**src/rtl/uart_pkg.sv**
```systemverilog
// Shared UART definitions: receiver/transmitter state encoding and oversampling ratio.
package uart_pkg;

    typedef enum logic [1:0] {
        IDLE,
        START,
        DATA,
        STOP
    } rx_state_t;

    localparam int OVERSAMPLE = 16;

endpackage

```
**src/rtl/uart_rx_if.sv**
```systemverilog
// Serial-side and word-side signals of the UART receiver.
interface uart_rx_if #(
    parameter int unsigned DBIT = 8
) ();

    logic            s_tick;
    logic            rx;
    logic [DBIT-1:0] dout;
    logic            rx_done_tick;
    logic            frame_err;

    // Tick source / serial line driver and word consumer.
    modport master (
        output s_tick,
        output rx,
        input  dout,
        input  rx_done_tick,
        input  frame_err
    );

    // Receiver.
    modport slave (
        input  s_tick,
        input  rx,
        output dout,
        output rx_done_tick,
        output frame_err
    );

endinterface

```
**src/rtl/sync_2ff.sv**
```systemverilog
// Two-flop synchronizer for a single asynchronous bit.
module sync_2ff #(
    parameter logic RST_VAL = 1'b1
) (
    input  logic clk,
    input  logic rst,
    input  logic d,
    output logic q
);

    logic meta;

    // Double-register the asynchronous input.
    always_ff @(posedge clk) begin
        if (rst) begin
            meta <= RST_VAL;
            q    <= RST_VAL;
        end else begin
            meta <= d;
            q    <= meta;
        end
    end

endmodule

```
**src/rtl/uart_rx.sv**
```systemverilog
// UART receiver: 16x oversampled start/data/stop recovery with framing check.
module uart_rx
    import uart_pkg::*;
#(
    parameter int unsigned DBIT    = 8,
    parameter int unsigned SB_TICK = 16
) (
    input  logic     clk,
    input  logic     rst,
    uart_rx_if.slave bus
);

    // s is 5 bits wide so it can count all stop ticks up to 2 stop bits.
    localparam int unsigned S_W = 5;
    localparam int unsigned N_W = $clog2(DBIT);

    logic            rx_s;
    rx_state_t       state;
    rx_state_t       state_n;
    logic [S_W-1:0]  s;
    logic [S_W-1:0]  s_n;
    logic [N_W-1:0]  n;
    logic [N_W-1:0]  n_n;
    logic [DBIT-1:0] b;
    logic [DBIT-1:0] b_n;
    logic            stop_bit;
    logic            stop_bit_n;
    logic            done_c;

    logic            mid_c;
    logic            last_c;
    logic            stop_end_c;
    logic            last_bit_c;

    sync_2ff #(
        .RST_VAL(1'b1)
    ) u_sync_rx (
        .clk(clk),
        .rst(rst),
        .d  (bus.rx),
        .q  (rx_s)
    );

    assign mid_c      = (s == S_W'(OVERSAMPLE / 2 - 1));
    assign last_c     = (s == S_W'(OVERSAMPLE - 1));
    assign stop_end_c = (s == S_W'(SB_TICK - 1));
    assign last_bit_c = (n == N_W'(DBIT - 1));

    // State, counters, shift register and registered word outputs.
    always_ff @(posedge clk) begin
        if (rst) begin
            state            <= IDLE;
            s                <= '0;
            n                <= '0;
            b                <= '0;
            stop_bit         <= 1'b0;
            bus.dout         <= '0;
            bus.frame_err    <= 1'b0;
            bus.rx_done_tick <= 1'b0;
        end else begin
            state            <= state_n;
            s                <= s_n;
            n                <= n_n;
            b                <= b_n;
            stop_bit         <= stop_bit_n;
            bus.rx_done_tick <= done_c;
            if (done_c) begin
                bus.dout      <= b;
                bus.frame_err <= ~stop_bit_n;
            end
        end
    end

    // Next-state decode; only IDLE->START happens off an s_tick.
    always_comb begin
        state_n = state;
        case (state)
            IDLE:  if (!rx_s) state_n = START;
            START: if (bus.s_tick && mid_c) state_n = rx_s ? IDLE : DATA;
            DATA:  if (bus.s_tick && last_c && last_bit_c) state_n = STOP;
            STOP:  if (bus.s_tick && stop_end_c) state_n = IDLE;
        endcase
    end

    // Counter, shift and completion updates for the current state.
    always_comb begin
        s_n        = s;
        n_n        = n;
        b_n        = b;
        stop_bit_n = stop_bit;
        done_c     = 1'b0;
        case (state)
            IDLE: begin
                if (!rx_s) s_n = '0;
            end
            START: begin
                if (bus.s_tick) begin
                    if (mid_c) begin
                        s_n = '0;
                        n_n = '0;
                    end else begin
                        s_n = s + S_W'(1);
                    end
                end
            end
            DATA: begin
                if (bus.s_tick) begin
                    if (last_c) begin
                        s_n = '0;
                        b_n = {rx_s, b[DBIT-1:1]};
                        if (!last_bit_c) n_n = n + N_W'(1);
                    end else begin
                        s_n = s + S_W'(1);
                    end
                end
            end
            STOP: begin
                if (bus.s_tick) begin
                    // Mid-point of the first stop bit decides framing.
                    if (last_c) stop_bit_n = rx_s;
                    if (stop_end_c) begin
                        s_n    = '0;
                        done_c = 1'b1;
                    end else begin
                        s_n = s + S_W'(1);
                    end
                end
            end
        endcase
    end

endmodule

```
**src/flat_wrapper.sv**
```systemverilog
// flat-port wrapper written by rule: the top's interface ports become plain ports
module uart_rx_flat import uart_pkg::*;
#(
    parameter int unsigned DBIT    = 8,
    parameter int unsigned SB_TICK = 16
)
  (clk, rst, bus_s_tick, bus_rx, bus_dout, bus_rx_done_tick, bus_frame_err);
  uart_rx_if #(.DBIT(DBIT)) bus_i ();
  input  logic clk;
  input  logic rst;
  input wire logic [$bits(bus_i.s_tick)-1:0] bus_s_tick;
  input wire logic [$bits(bus_i.rx)-1:0] bus_rx;
  output wire logic [$bits(bus_i.dout)-1:0] bus_dout;
  output wire logic [$bits(bus_i.rx_done_tick)-1:0] bus_rx_done_tick;
  output wire logic [$bits(bus_i.frame_err)-1:0] bus_frame_err;
  assign bus_i.s_tick = bus_s_tick;
  assign bus_i.rx = bus_rx;
  assign bus_dout = bus_i.dout;
  assign bus_rx_done_tick = bus_i.rx_done_tick;
  assign bus_frame_err = bus_i.frame_err;
  uart_rx #(.DBIT(DBIT), .SB_TICK(SB_TICK)) u_core (.clk(clk), .rst(rst), .bus(bus_i));
endmodule
```
**config.mk**
```make
export PLATFORM = sky130hd
export DESIGN_NAME = uart_rx_flat
export DESIGN_NICKNAME = d
export VERILOG_FILES = /design/src/rtl/uart_pkg.sv /design/src/rtl/uart_rx_if.sv /design/src/rtl/sync_2ff.sv /design/src/rtl/uart_rx.sv /design/src/flat_wrapper.sv
export SDC_FILE = /design/constraint.sdc
export NUM_CORES = 1
export LEC_CHECK = 0
export BUFFER_PORTS_ARGS = -buffer_cell sky130_fd_sc_hd__buf_2
export CORE_UTILIZATION = 30
export DETAILED_ROUTE_END_ITERATION = 16
export SLEW_MARGIN = 30
export SYNTH_ARGS = -nofsm -noshare
export SYNTH_HDL_FRONTEND = slang
export SYNTH_SLANG_ARGS = --single-unit
```
**constraint.sdc**
```tcl
create_clock -name clk -period 1.4 [get_ports clk]
set_clock_uncertainty 0.05 [all_clocks]
set_input_delay 0.21 -clock clk [delete_from_list [all_inputs] [get_ports clk]]
set_output_delay 0.21 -clock clk [all_outputs]
set_load 0.02 [all_outputs]
```
Word-level counts from Yosys, hierarchy flattened

Cells that the tools add are included.

Reduce and logical (&&, ||, !) cells: 10
Multiplexer cells: 24
Add/sub/neg operators: 2
Equality and inequality tests: 16
Bitwise gates (word level): 1

Operator list:

| cell                  | count |
|---|---|
| $mux W5               | 5 |
| $mux W3               | 5 |
| $pmux W5 S3           | 1 |
| $ne A2 B1 Y1 const B  | 6 |
| $mux W2               | 5 |
| $ne A2 B2 Y1 const B  | 4 |
| $pmux W2 S4           | 1 |
| $mux W1               | 6 |
| $pmux W3 S2           | 1 |
| $reduce_and A3 Y1     | 2 |
| $reduce_and A6 Y1     | 1 |
| $add A5 B1 Y5 const B | 1 |
| $eq A5 B3 Y1 const B  | 1 |
| $eq A5 B4 Y1 const B  | 1 |
| $eq A2 B2 Y1 const B  | 2 |
| $reduce_and A4 Y1     | 1 |
| $add A3 B1 Y3 const B | 1 |
| $eq A3 B3 Y1 const B  | 1 |
| $logic_and A1 B1 Y1   | 3 |
| $eq A2 B1 Y1 const B  | 1 |
| $logic_not A2 Y1      | 1 |
| $reduce_bool A2 Y1    | 1 |
| $reduce_or A2 Y1      | 1 |
| $not A1 Y1            | 1 |

Input bits: 4
Word-level logic and storage cells: 63
Register bits: 31

Logic depth before layout (Yosys ltp)

Word-level depth: 5
Mapped depth: 7

Cells and area by module

From an unflattened synthesis, not the netlist that was laid out.

Cells, all modules: 128
Area, all modules: 1283.7 um^2

By module, submodules not included:

| module   | area an instance (um^2) | cells an instance | times used | sequential area each (um^2) |
|---|---|---|---|---|
| uart_rx  | 1231.2                  | 124               | 1          | 560.5 |
| sync_2ff | 52.6                    | 4                 | 1          | 40.0 |

Least setup slack after synthesis

Ideal clock, no wire load.

Kind: register to register
Start: reg u_core.s[0]
End: reg u_core.s[4]
Setup time: 0.065 ns
Path slack: -0.100 ns
Stages on the path, launching flop included: 7
Arrival: 1.385 ns
Path through: dfxtp_1 ha_1 nand3_1 ha_1 o31ai_1 a22oi_1 nor2_1

Longest elaborated chain between the ends: 4
Elaborated cells on any way between the ends: 8

RTL lines:

| what                                  | line                                           | source |
|---|---|---|
| start: declaration                    | uart_rx.sv:20                                  | `logic [S_W-1:0] s;` |
| start signal: assignment              | uart_rx.sv:62                                  | `s <= s_n;` |
| $add A5 B1 Y5 (tied with other cells) | uart_rx.sv:102, uart_rx.sv:113, uart_rx.sv:125 |  |
| $mux W5, on equally long branches     | uart_rx.sv:108, uart_rx.sv:121, uart_rx.sv:98  |  |
| $mux W5, on equally long branches     | uart_rx.sv:118, uart_rx.sv:97                  |  |
| $pmux W5 S3 (*)                       | uart_rx.sv:92                                  | `case (state)` |

Mark *: on every way between the ends. The rest lies on a longest branch, timed or not. The select of a mux whose other input is x is not followed.
A chain may end at the register's enable or synchronous reset.

Worst setup path in the final report

Start: reg u_core.s[1]
End: reg u_core.s[3]

The elaborated chain is that of the path after synthesis.

==> metrics.csv <==
stage,metric,value,unit
clocking,Clock Tree Buf Depth,2,
layout,fin area,1730,sq um
run,Max Cap Viol,0,
critical_path,r2r endpoint,u_core.s[3],
routing,DRT antenna net count,0,
power_and_ir_drop,total power draw,1.57,mW
yosys,ys flop type,dfxtp_1,
clocking,Clock Sinks,30,
layout,# diodes,0,
power_and_ir_drop,Pleak,0.763,nW
global_routing,largest net degree at the start of global routing,17,
yosys,Ys Warns,0,
sta,Tcrit/Tclk final,99.9,%
floorplan,I/O pin count,14,
sta,f_max,715,MHz
critical_path,crit-path max FO,7,
sta,Slew Limit Headroom,72.2,%
clocking,TritonCTS buffer count,5,
power_and_ir_drop,Pwr Density,912,nW/um^2
global_routing,initial antenna violation count,0,
sta,# setup viols final,0,
critical_path,worst r2r path cells,5,
clocking,Worst-Skew Late Latency,280,ps
yosys,"area leader, netlist",dfxtp_1,
yosys,post-synth top area share,45.2,%
critical_path,crit path from,u_core.s[1],
critical_path,crit path capture,u_core.s[3],
routing,Vias/cell,4.87,
placement,Post-Place Worst Slack,-45.6,ps
yosys,synthesized area,1330,sq um
sta,Final TNS setup,0,ps
critical_path,CP arrival,1560,ps
global_routing,vias in the first global route,980,
layout,Final nets,173,
critical_path,R2R Setup Slk,1,ps
placement,area of placed instances,1560,sq um
floorplan,die area,4690,sq um
critical_path,launch point of the worst reg-to-reg path,u_core.s[1],
routing,final WL,2.91,mm
layout,share of layout cells above drive strength 1,35.2,%
floorplan,Die X,68.5,um
yosys,top post-synthesis cells by count,"30 x dfxtp_1, 27 x nor2_1, 19 x mux2i_1, 5 x nand2_1, 5 x nand2b_1",
routing,initial DRC count,79,
critical_path,critical path capture point type,flip-flop,
floorplan,CORE AREA,4120,sq um
sta,final setup margin,0.975,ps
routing,Pre-Repair DR Iteration Count,4,
global_routing,met1 usage in global routing,16.3,%
global_routing,gr busiest metal,met2,
layout,Fillers,400,
routing,drt drc,0,
sta,post-route minimum period,1400,ps
clocking,CTS root buffer,clkbuf_8,
yosys,"EDFF count, synth",0,
clocking,H-tree levels,2,
layout,area delta synth->final,30.1,%
sta,RSZ-0062 raised after global routing,true,
critical_path,WP data required,1560,ps
power_and_ir_drop,switching pwr,0.359,mW
power_and_ir_drop,Clk pwr share,41.3,%
yosys,Synth cell types,35,
floorplan,Placement Rows,23,
global_routing,first-pass GRT wire length,4.62,mm
yosys,synth top area cells,"dfxtp_1 45%, mux2i_1 14%, nor2_1 7.6%",
power_and_ir_drop,combinational power share,4.0,%
global_routing,Total GRT Usage,13.9,%
routing,WL/cell,13.5,um
yosys,syn nets,142,
yosys,"FF+latch count, synth",30,
floorplan,Die H,68.5,um
yosys,synthesized area per cell,9.91,sq um
sta,max-slew violations,0,
placement,Post-DP HPWL,1.98,mm
clocking,clk slew on worst S/H paths,60,ps
power_and_ir_drop,worst vdd ir,0.343,mV
sta,Hold Fails Final Rpt,0,
yosys,most common cell in the netlist,dfxtp_1,
routing,Vias,1046,
global_routing,met3 usage,4.44,%
global_routing,M2 GR Usage,22.1,%
placement,# port buffers,13,
placement,Placer Congestion,0.876,
critical_path,CP startpoint kind,flip-flop,
worst_hold_path,hold crit path type,primary input to flip-flop,
global_routing,total gr overflow,0,
power_and_ir_drop,switching share of power,22.8,%
status,status,"complete, no violations",
clocking,TritonCTS clock tree,done,
sta,Slew @ Worst Pin,417,ps
yosys,"FFs w/ async S/R, synth",0,%
yosys,cells after synthesis,134,
power_and_ir_drop,Pint,1.21,mW
yosys,"Seq/Total Area, Yosys",45.2,%
power_and_ir_drop,sequential power share,54.7,%
floorplan,Initial Util,32.3,%
critical_path,Crit Path Class,flip-flop to flip-flop,
how the worst min path moves through the flow:
stage	start	to	slack, ps	depth (start not counted)
2_1_floorplan	bus_rx	u_core.u_sync_rx.meta	260	1
3_3_place_gp	u_core.u_sync_rx.meta	u_core.u_sync_rx.q	340	1
3_5_place_dp	u_core.u_sync_rx.meta	u_core.u_sync_rx.q	340	1
4_1_cts	bus_rx	u_core.u_sync_rx.meta	60	2
5_1_grt	bus_rx	u_core.u_sync_rx.meta	60	2
6_report	bus_rx	u_core.u_sync_rx.meta	60	2
final cells by class:
cell class	instances	area (sq um)	share of cell area, %
Clock buffer	5	68.8	3.99
Clock inverter	2	10.0	0.580
Inverter	3	11.3	0.652
Multi-Input combinational cell	94	744	43.1
Sequential cell	30	613	35.5
Tap cell	50	62.6	3.62
Timing Repair Buffer	31	216	12.5
flip-flops by register name, summed over array words and instances (netlist names), named ones only:
signal,flops
u_core.n,3
u_core.bus.dout,8
u_core.bus.rx_done_tick,1
u_core.b,8
u_core.u_sync_rx.meta,1
u_core.s,5
u_core.bus.frame_err,1
u_core.u_sync_rx.q,1
u_core.state,1
worst max-delay path, stage by stage, from the launching register on:
cell	delay, ps
dfxtp_2	340
ha_4	190
and4bb_2	260
o32ai_4	270
a22oi_1	130
nor2_1	100
cell families (layout without fill, tap and decap cells):
family                     Yosys count  count (layout)  share of synthesized area, %
AOI/OAI and AO/OA                   14              14                          7.64
xor gates and xnor gates             2               2                          1.32
adders and majority gates            4               4                          3.77
buffers and inverters               10              41                          3.86
DFF                                 30              30                          45.2
muxes                               19              19                          14.3
and+or+nand+nor                     55              55                          23.8
placed cells by master (no fill, tap or decap), drive strengths merged:
cell type	n
buf	31
dfxtp	30
nor2	29
mux2i	19
nand2	5
clkbuf	5
nand2b	5
ha	4
inv	3
nor3	3
a22oi	3
or2	3
xnor2	2
a21oi	2
clkinv	2
nand3	2
and4b	2
o21ai	2
nand4	2
and4bb	1
o32ai	1
o21a	1
o211a	1
o31ai	1
nand4b	1
a211oi	1
nand3b	1
nor3b	1
o22a	1
a221oi	1
metrics by stage:
stage          std cells  utilization, %  hold slack [ps]
6_report             215            42.0             64.3
5_1_grt              215            42.0             60.9
4_1_cts              215            40.9             55.4
3_5_place_dp         206            37.9              344
3_3_place_gp         206            37.9              341
2_1_floorplan        134               -              264
power groups by stage:
stage / clock network (mW) / logic, mW / registers, mW
after floorplan: 0 / 0.0317 / 0.881
after global placement: 0 / 0.0551 / 0.883
after detailed placement: 0 / 0.0566 / 0.883
after CTS: 0.668 / 0.0594 / 0.864
after global routing: 0.706 / 0.0691 / 0.861
final: 0.650 / 0.0632 / 0.860
timing repair:
item                       4_1_cts  5_1_grt
pin swaps                        5       11
gates resized for setup          9        8
hold buffers                     0        0
buffers inserted                 2        0
setup endpoints to repair       17       23
routing by layer:
metal,up-vias,share of wire [%]
li1,522,-
met1,502,45
met2,17,49
met3,5,3.1
met4,0,2.2
met5,-,0
Power figures use the tool's default switching activity.
